**src/rtl/sync_fifo_ctrl_pkg.sv**
```systemverilog
// Shared sizing defaults and helpers for the synchronous FIFO slice.
// No logic, so no latency.
// No handshake of its own; holds only constants and sizing functions.
package fifo_pkg;

    localparam int DEF_WIDTH  = 8;
    localparam int DEF_DEPTH  = 8;

    // almost_full sits this many entries below DEPTH by default
    localparam int AF_OFFSET  = 2;
    // almost_empty threshold by default
    localparam int AE_DEFAULT = 2;

    // Pointer width: DEPTH is a power of two, so pointers wrap on natural rollover
    function automatic int ptr_width(input int depth);
        return $clog2(depth);
    endfunction

    // Count width needs one extra bit so that DEPTH itself is representable
    function automatic int count_width(input int depth);
        return $clog2(depth) + 1;
    endfunction

endpackage

```
**src/rtl/sync_fifo_ctrl_if.sv**
```systemverilog
// Producer/consumer bus of the synchronous FIFO, with status flags.
// Wires only; latency is defined by whichever module drives the slave side.
// Requests past full/empty are dropped by the FIFO and reported on overflow/underflow.
interface sync_fifo_ctrl_if #(
    parameter int WIDTH = fifo_pkg::DEF_WIDTH,
    parameter int DEPTH = fifo_pkg::DEF_DEPTH
);
    localparam int CW = fifo_pkg::count_width(DEPTH);

    logic             wr_en;
    logic [WIDTH-1:0] wr_data;
    logic             rd_en;
    logic [WIDTH-1:0] rd_data;
    logic             rd_valid;
    logic             full;
    logic             empty;
    logic             almost_full;
    logic             almost_empty;
    logic [CW-1:0]    count;
    logic             overflow;
    logic             underflow;

    // Producer/consumer side
    modport master (
        output wr_en, wr_data, rd_en,
        input  rd_data, rd_valid, full, empty, almost_full, almost_empty,
               count, overflow, underflow
    );

    // FIFO side
    modport slave (
        input  wr_en, wr_data, rd_en,
        output rd_data, rd_valid, full, empty, almost_full, almost_empty,
               count, overflow, underflow
    );

endinterface

```
**src/rtl/sync_fifo_ctrl_occ_counter.sv**
```systemverilog
// Occupancy counter: +1 on inc alone, -1 on dec alone, hold on both or neither.
// Count updates on the clock edge after the strobe.
// No backpressure; the caller guarantees inc only below DEPTH and dec only above 0.
module fifo_occ_counter #(
    parameter int CW = 4
) (
    input  logic          clk,
    input  logic          rst,
    input  logic          inc,
    input  logic          dec,
    output logic [CW-1:0] count
);
    localparam logic [CW-1:0] ONE = CW'(1);

    // Up/down count with synchronous reset; simultaneous inc and dec cancel
    always_ff @(posedge clk) begin
        if (rst) begin
            count <= '0;
        end else if (inc && !dec) begin
            count <= count + ONE;
        end else if (dec && !inc) begin
            count <= count - ONE;
        end
    end

endmodule

```
**src/rtl/sync_fifo_ctrl.sv**
```systemverilog
// Single-clock FIFO: storage, wrapping pointers, occupancy count and status flags.
// Read data and rd_valid appear 1 cycle after an accepted read; a write is readable the next cycle.
// Writes when full and reads when empty are dropped and latched on sticky overflow/underflow.
module sync_fifo_ctrl
    import fifo_pkg::*;
#(
    parameter int WIDTH    = DEF_WIDTH,
    parameter int DEPTH    = DEF_DEPTH,
    parameter int AF_LEVEL = DEPTH - AF_OFFSET,
    parameter int AE_LEVEL = AE_DEFAULT
) (
    input  logic             clk,
    input  logic             rst,
    sync_fifo_ctrl_if.slave  bus
);
    localparam int AW = ptr_width(DEPTH);
    localparam int CW = count_width(DEPTH);

    localparam logic [CW-1:0] DEPTH_C = CW'(DEPTH);
    localparam logic [CW-1:0] AF_C    = CW'(AF_LEVEL);
    localparam logic [CW-1:0] AE_C    = CW'(AE_LEVEL);
    localparam logic [AW-1:0] PTR_ONE = AW'(1);

    logic [WIDTH-1:0] mem [DEPTH];
    logic [AW-1:0]    wr_ptr;
    logic [AW-1:0]    rd_ptr;
    logic [CW-1:0]    occ;
    logic             wr_acc;
    logic             rd_acc;
    logic [WIDTH-1:0] rd_data_q;
    logic             rd_valid_q;
    logic             overflow_q;
    logic             underflow_q;

    // Accept strobes come from the current registered flags only
    assign wr_acc = bus.wr_en && !bus.full;
    assign rd_acc = bus.rd_en && !bus.empty;

    fifo_occ_counter #(
        .CW (CW)
    ) u_occ (
        .clk   (clk),
        .rst   (rst),
        .inc   (wr_acc),
        .dec   (rd_acc),
        .count (occ)
    );

    // Storage is not cleared on reset; a write in the reset cycle is ignored
    always_ff @(posedge clk) begin
        if (wr_acc && !rst) begin
            mem[wr_ptr] <= bus.wr_data;
        end
    end

    // Pointers, registered read port and sticky error flags
    always_ff @(posedge clk) begin
        if (rst) begin
            wr_ptr      <= '0;
            rd_ptr      <= '0;
            rd_data_q   <= '0;
            rd_valid_q  <= 1'b0;
            overflow_q  <= 1'b0;
            underflow_q <= 1'b0;
        end else begin
            rd_valid_q <= rd_acc;
            if (wr_acc) begin
                wr_ptr <= wr_ptr + PTR_ONE;
            end
            if (rd_acc) begin
                rd_data_q <= mem[rd_ptr];
                rd_ptr    <= rd_ptr + PTR_ONE;
            end
            if (bus.wr_en && bus.full) begin
                overflow_q <= 1'b1;
            end
            if (bus.rd_en && bus.empty) begin
                underflow_q <= 1'b1;
            end
        end
    end

    // Flags are plain compares of the registered count
    assign bus.count        = occ;
    assign bus.full         = (occ == DEPTH_C);
    assign bus.empty        = (occ == '0);
    assign bus.almost_full  = (occ >= AF_C);
    assign bus.almost_empty = (occ <= AE_C);
    assign bus.rd_data      = rd_data_q;
    assign bus.rd_valid     = rd_valid_q;
    assign bus.overflow     = overflow_q;
    assign bus.underflow    = underflow_q;

endmodule

```
**src/flat_wrapper.sv**
```systemverilog
// flat-port wrapper written by rule: the top's interface ports become plain ports
module sync_fifo_ctrl_flat import fifo_pkg::*;
#(
    parameter int WIDTH    = DEF_WIDTH,
    parameter int DEPTH    = DEF_DEPTH,
    parameter int AF_LEVEL = DEPTH - AF_OFFSET,
    parameter int AE_LEVEL = AE_DEFAULT
)
  (clk, rst, bus_wr_en, bus_wr_data, bus_rd_en, bus_rd_data, bus_rd_valid, bus_full, bus_empty, bus_almost_full, bus_almost_empty, bus_count, bus_overflow, bus_underflow);
  sync_fifo_ctrl_if #(.WIDTH(WIDTH), .DEPTH(DEPTH)) bus_i ();
  input  logic clk;
  input  logic rst;
  input wire logic [$bits(bus_i.wr_en)-1:0] bus_wr_en;
  input wire logic [$bits(bus_i.wr_data)-1:0] bus_wr_data;
  input wire logic [$bits(bus_i.rd_en)-1:0] bus_rd_en;
  output wire logic [$bits(bus_i.rd_data)-1:0] bus_rd_data;
  output wire logic [$bits(bus_i.rd_valid)-1:0] bus_rd_valid;
  output wire logic [$bits(bus_i.full)-1:0] bus_full;
  output wire logic [$bits(bus_i.empty)-1:0] bus_empty;
  output wire logic [$bits(bus_i.almost_full)-1:0] bus_almost_full;
  output wire logic [$bits(bus_i.almost_empty)-1:0] bus_almost_empty;
  output wire logic [$bits(bus_i.count)-1:0] bus_count;
  output wire logic [$bits(bus_i.overflow)-1:0] bus_overflow;
  output wire logic [$bits(bus_i.underflow)-1:0] bus_underflow;
  assign bus_i.wr_en = bus_wr_en;
  assign bus_i.wr_data = bus_wr_data;
  assign bus_i.rd_en = bus_rd_en;
  assign bus_rd_data = bus_i.rd_data;
  assign bus_rd_valid = bus_i.rd_valid;
  assign bus_full = bus_i.full;
  assign bus_empty = bus_i.empty;
  assign bus_almost_full = bus_i.almost_full;
  assign bus_almost_empty = bus_i.almost_empty;
  assign bus_count = bus_i.count;
  assign bus_overflow = bus_i.overflow;
  assign bus_underflow = bus_i.underflow;
  sync_fifo_ctrl #(.WIDTH(WIDTH), .DEPTH(DEPTH), .AF_LEVEL(AF_LEVEL), .AE_LEVEL(AE_LEVEL)) u_core (.clk(clk), .rst(rst), .bus(bus_i));
endmodule
```
**config.mk**
```make
export PLATFORM = sky130hd
export DESIGN_NAME = sync_fifo_ctrl_flat
export DESIGN_NICKNAME = d
export VERILOG_FILES = /design/src/rtl/sync_fifo_ctrl_pkg.sv /design/src/rtl/sync_fifo_ctrl_if.sv /design/src/rtl/sync_fifo_ctrl_occ_counter.sv /design/src/rtl/sync_fifo_ctrl.sv /design/src/flat_wrapper.sv
export SDC_FILE = /design/constraint.sdc
export NUM_CORES = 1
export LEC_CHECK = 0
export ABC_AREA = 1
export CAP_MARGIN = 10
export CELL_PAD_IN_SITES_DETAIL_PLACEMENT = 1
export CELL_PAD_IN_SITES_GLOBAL_PLACEMENT = 1
export CORE_MARGIN = 2
export CORE_UTILIZATION = 40
export DETAILED_ROUTE_END_ITERATION = 10
export PLACE_DENSITY_LB_ADDON = 0.05
export SLEW_MARGIN = 20
export SYNTH_ARGS = -nofsm -noshare
export SYNTH_HDL_FRONTEND = slang
export SYNTH_HIERARCHICAL = 1
export SYNTH_SLANG_ARGS = --single-unit
```
**constraint.sdc**
```tcl
create_clock -name clk -period 2 [get_ports clk]
set_input_delay 0.6 -clock clk [delete_from_list [all_inputs] [get_ports clk]]
set_output_delay 0.6 -clock clk [all_outputs]
set_load 0.01 [all_outputs]
```
* Yosys cells after proc, flatten, opt, wreduce, memory -nomap -nowiden
Memories as Yosys holds them, arrays and structs flattened. A register that Yosys moved wholly into a read port is not among the register bits.
Index checks and enable logic that the tools add are counted.
** Operators by class
- $add $sub $neg :: 4
- Order comparisons :: 2
- Equal/unequal tests :: 1
- Muxes and demuxes :: 4
- Reduce and logical (&&, ||, !) cells :: 14
** Operators by type and width (number)
- $mux 4 :: 2
- $logic_and 1x1->1 :: 7
- $add 3x1->3 const B :: 2
- $logic_not 1->1 :: 5
- $add 4x1->4 const B :: 1
- $eq 4x4->1 const B :: 1
- $ge 4x3->1 const B :: 1
- $le 4x2->1 const B :: 1
- $logic_not 4->1 :: 1
- $sub 4x1->4 const B :: 1
- $mux 1 :: 2
- $reduce_bool 2->1 :: 1
** Word-level totals
- Flip-flop bits (word level) :: 13
- Memory bits (writable) :: 64
- Bits of input ports :: 12
- Output and inout bits :: 19
- Memories :: 1
** Memories
- u_core.mem :: depth 8, bits a word 8, read ports 1, clocked after Yosys merged registers in 1, write ports 1, line sync_fifo_ctrl.sv:24 : logic [WIDTH-1:0] mem [DEPTH];

* Logic depth before layout (Yosys ltp)
- Depth after elaboration :: 7
- Depth in mapped cells :: 16
- Gate-level depth less buffers :: 15

* By module
The synthesis kept the hierarchy.
** Modules (own cells, without submodules)
- sync_fifo_ctrl :: times used 1, cells each 350, area an instance 3487.1 µm², sequential area each 2262.2 µm²
- fifo_occ_counter :: times used 1, cells each 37, area an instance 265.3 µm², sequential area each 80.1 µm²

* Least setup slack after synthesis
OpenSTA, ideal clock, no wires.
- Path kind :: register to register
- From :: register u_core.u_occ.count[1]
- To :: register u_core.u_occ.count[3]
- Library setup time :: 0.109 ns
- Data arrival time :: 1.965 ns
- Slack :: -0.073 ns
- Stages on the path, launching flop included :: 15
- Buffers on the path :: 1
- Cells stage by stage :: dfxtp_1 > nor2_2 > nand2_2 > inv_2 > nor2_4 > buf_6 > inv_1 > ha_1 > inv_1 > ha_1 > or2_1 > nand3_1 > nand3_1 > nand2_1 > inv_1
** Between the ends
- Word-level cells in the longest chain between the ends :: 6
- Elaborated cells between the ends (all ways) :: 15
** RTL lines
- from (decl) :: line sync_fifo_ctrl_occ_counter.sv:11 : output logic [CW-1:0] count
- from (signal assigned) :: line sync_fifo_ctrl_occ_counter.sv:20 : count <= count + ONE;
- from (signal assigned) :: line sync_fifo_ctrl_occ_counter.sv:22 : count <= count - ONE;
- $logic_not 4->1 (*) :: line sync_fifo_ctrl.sv:86 : assign bus.empty = (occ == '0);
- named net bus_empty :: line flat_wrapper.sv:19 : output wire logic [$bits(bus_i.empty)-1:0] bus_empty;
- $logic_not 1->1 (*) :: line sync_fifo_ctrl.sv:37 : assign rd_acc = bus.rd_en && !bus.empty;
- $logic_and 1x1->1 (*) :: line sync_fifo_ctrl.sv:37
- named net u_core.rd_acc :: line sync_fifo_ctrl.sv:29 : logic rd_acc;
- $logic_not 1->1 :: line sync_fifo_ctrl_occ_counter.sv:19 : end else if (inc && !dec) begin
- $logic_and 1x1->1 :: line sync_fifo_ctrl_occ_counter.sv:19
- $mux 4 or $reduce_bool 2->1 (tied branches)
The timed path passes the listed nets; every way through them passes the cells marked *. The select of a mux whose other input is x is not followed.
A chain may end at the register's enable or synchronous reset.

* Final worst setup path
- From :: input port bus_wr_en
- To :: register u_core.u_occ.count[2]
** Between the ends
- Word-level cells in the longest chain between the ends :: 4
- Elaborated cells between the ends (all ways) :: 6
** RTL lines
- from (decl) :: line flat_wrapper.sv:13 : input wire logic [$bits(bus_i.wr_en)-1:0] bus_wr_en;
- $logic_and 1x1->1 (*) :: line sync_fifo_ctrl.sv:36 : assign wr_acc = bus.wr_en && !bus.full;
- named net u_core.wr_acc :: line sync_fifo_ctrl.sv:28 : logic wr_acc;
- $logic_not 1->1 :: line sync_fifo_ctrl_occ_counter.sv:21 : end else if (dec && !inc) begin
- $logic_and 1x1->1 :: line sync_fifo_ctrl_occ_counter.sv:21
- $reduce_bool 2->1 (no source line)
The timed path passes the listed nets; every way through them passes the cells marked *.

==> results by group <==
Cells and area
  – Final Net Count: 459
  – Fraction of layout cells with a size suffix above 1: 13.90%
  – Final design utilization: 49.08%
  – # diodes: 0
  – Area grow syn2layout: 19.71%

GRT
  – Initial antenna violation count: 0
  – Vias in the first global route: 2794
  – Gr ovfl total: 0
  – Largest net degree at the start of global routing: 33
  – All-Layer GR Usage: 19.63%
  – Global-route wire length before repair: 14660 um

Clock tree
  – Hold Buf Count CTS: 0
  – CTS max path bufs: 2
  – Num CTS Buffers: 9
  – Clock sink count: 85
  – Root buffer cell: clkbuf_8
  – TritonCTS clock tree: built
  – Worst-path clk slew: 0.08 ns
  – H-Tree Depth: 3
  – Worst skew pair latency: 0.35 ns

Critical path
  – CP Cell Sequence: clkdlybuf4s50_1, nand2_2, inv_1, ha_4, inv_4, fa_1, xor2_1, o21ai_1, inv_1
  – Most frequent CP cell: inv_1
  – CP startpoint kind: input pin
  – CP Capture Type: flop
  – FF-to-FF setup slack: roughly 0.18 ns
  – Crit-path slowest cell: clkdlybuf4s50_1
  – Required @ worst endpoint: between 2 and 2.5 ns
  – Reg2reg start: u_core/u_occ/count[1]
  – Worst EP arrival: 2.18 ns
  – Max stage delay on crit path: 0.49 ns
  – CP max FO: 4
  – R2R Path End: u_core/u_occ/count[3]
  – Kind of critical path: input pin to flop
  – Register-to-Register Path Depth: 12

Pwr
  – Seq pwr share: 43.2%
  – Int Power: 3300 uW
  – Clk pwr share: 21.3%
  – Pwr Total: 5097 uW
  – Pleak: 0.001931 uW
  – Gate power share: 35.5%
  – Maximum vdd drop: ~460 uV
  – NetSw: between 1500 and 2000 uW
  – PwrDens: between 1000 and 1500 nW/um^2
  – Switching Fraction: 35.27%

Floorplan
  – Die ar.: 10170 um^2
  – Core Footprint: 9153 um^2
  – I/O Pins: 31
  – Die Height: 100.9 um
  – Row count: 35
  – Initial core utilization: 41.00%
  – Die W: 100.9 um

Yosys
  – Cells after Synth: 387
  – #FFs+latches synth: 85
  – Sequential share of the synthesized area: 62.42%
  – Dominant synthesized flop cell: edfxtp_1
  – Top-count cell post-synth: nand2_1
  – Synth async-reset ratio: 0%
  – Post-synth net total: 405
  – Synth Area per Inst: 9.696 um^2
  – Synthesis Warnings: 6
  – Share of the synthesized area in the top cell type: 51.22%
  – Post-synth EDFFs: 64
  – Synthesized area: 3752 um^2
  – Synth cell count leaders: 107 x nand2_1, 66 x inv_1, 64 x edfxtp_1
  – Synth unique cells: 29
  – Synth area leader: edfxtp_1
  – Synth area leaders: edfxtp_1 51%, dfxtp_1 11%, nand2_1 11%

STA
  – Period minus WS final: 1.923 ns
  – RSZ-0062 raised after global routing: no
  – Max-slew violation count: 0
  – Relative slew slack: approximately three quarters
  – Highest clock rate: a little over 500 MHz
  – Final hold vios: 0
  – Worst Skew: 0.01033 ns
  – Fin crit share: 96.16%
  – Number of setup violations in the final report: 0
  – Hold_ws: 0.4531 ns
  – Slew @ Worst Pin: 0.3583 ns

Place
  – HPWL after detailed placement: 6252 um
  – Final Wtd Congestion: 0.7752
  – Port Buf Inserts: 30

Drt
  – Drt drc: 0
  – Starting DRC count in detailed routing: 98
  – Final wirelength: 9187 um
  – Antenna-violating nets left: 0
  – Vias/cell: 4.914
  – Routed length per placed instance: ~16 um
  – Vias: ~2700
  – DR pass1 iterations: 4

Status
  – Outcome: finished, final reports clean

Flow run
  – MaxCap Viol Count: 0

Worst hold path
  – Hold Path Origin: u_core/bus.overflow
  – Hold Path Depth: 2
  – Worst hold endpoint: u_core/bus.overflow
  – Hold Path Class: flop to flop
## worst max-delay path: cells and delay by family
family | cells | cell delay, ns
AND/OR/NAND/NOR | 1 | 0.07
adder cells (fa/ha/maj) | 2 | 0.54
XOR/XNOR | 1 | 0.15
buffers and inverters | 4 | 0.69
AO/OA/AOI/OAI | 1 | 0.12
## sequential cells by signal, summed over array words and instances, names as in the netlist
name	cells
u_core/bus.overflow	1
u_core/bus.rd_data	8
u_core/bus.rd_valid	1
u_core/bus.underflow	1
u_core/mem	64
u_core/rd_ptr	3
u_core/u_occ/count	4
u_core/wr_ptr	3
## cell type report
| cell class | instances | area [um^2] |
|---|---|---|
| fill | 1057 | 4661 |
| inverter | 72 | 279.0 |
| timing repair buffer | 57 | 500.5 |
| clock buffer | 12 | 145.1 |
| sequential | 85 | 2352 |
| multi-input combinational | 216 | 1051 |
| clock inverter | 4 | 25.02 |
| tap | 111 | 138.9 |
## per-layer routing
| metal | GRT usage (%) | vias up | wire length, um |
|---|---|---|---|
| li1 | - | 1346 | - |
| met1 | 26.01 | 1345 | 4229 |
| met2 | 33.03 | 39 | 4600 |
| met3 | 3.329 | 7 | 256 |
| met4 | 6.006 | 0 | 100 |
| met5 | 0 | - | 0 |
## timing repair
item | 4_1_cts | 5_1_grt
resized for setup | 10 | 6
setup buffers | 0 | 1
setup endpoints to repair | 5 | 3
pin swaps | 0 | 3
## cell usage in the layout, fill, tap and decap left out, types with 2 or more instances in the layout
cell and count:
a21oi_1 14, buf_4 27, clkbuf_1 2, clkbuf_8 10, clkdlybuf4s50_1 24, clkinv_2 3, dfxtp_1 17, dfxtp_2 2
dfxtp_4 2, dlygate4sd2_1 4, edfxtp_1 64, ha_1 3, ha_4 2, inv_1 63, inv_2 4, inv_4 4
nand2_1 107, nand2_2 2, nand3_1 53, nor2_1 13, nor2_4 3, nor3_1 4, o21ai_0 6, xor2_1 2
## cell families after synthesis
group,Yosys count,synth area share [%]
buffers and inverters,86,10.50
DFF,85,62.42
AOI/OAI and AO/OA,23,3.235
and+or+nand+nor,185,21.17
xor gates and xnor gates,2,0.4669
adders and majority gates,6,2.201
## worst max path at each step
stage	start	endpoint	slack, ns
6_report	bus_wr_en	u_core/u_occ/count[2]	0.08
4_1_cts	bus_rd_en	u_core/u_occ/count[3]	0.03
5_1_grt	u_core/u_occ/count[1]	bus_full	0.005
3_3_place_gp	bus_rd_en	u_core/u_occ/count[3]	-0.34
3_5_place_dp	bus_rd_en	u_core/u_occ/count[3]	-0.39
2_1_floorplan	bus_rd_en	u_core/u_occ/count[3]	0.02
## metrics by stage
| stage | setup WS (ns) | TNS [ns] | std cells | instance area (um^2) |
|---|---|---|---|---|
| 5_1_grt | 0.004866 | 0 | 557 | 4492 |
| 6_report | 0.07686 | 0 | 557 | 4492 |
| 4_1_cts | 0.02765 | 0 | 556 | 4468 |
| 3_5_place_dp | -0.3902 | -12.69 | 540 | 4287 |
| 3_3_place_gp | -0.3435 | -9.988 | 540 | 4287 |
| 2_1_floorplan | 0.02426 | 0 | 387 | 3770 |
## power by group through the flow
stage	logic (uW)	registers [uW]	clock network (uW)
2_1_floorplan	1110	2260	0
3_3_place_gp	1770	2220	0
3_5_place_dp	1820	2230	0
4_1_cts	1810	2200	1130
5_1_grt	2030	2220	1190
6_report	1810	2200	1090
No activity file was read; power rests on OpenSTA's default activity.
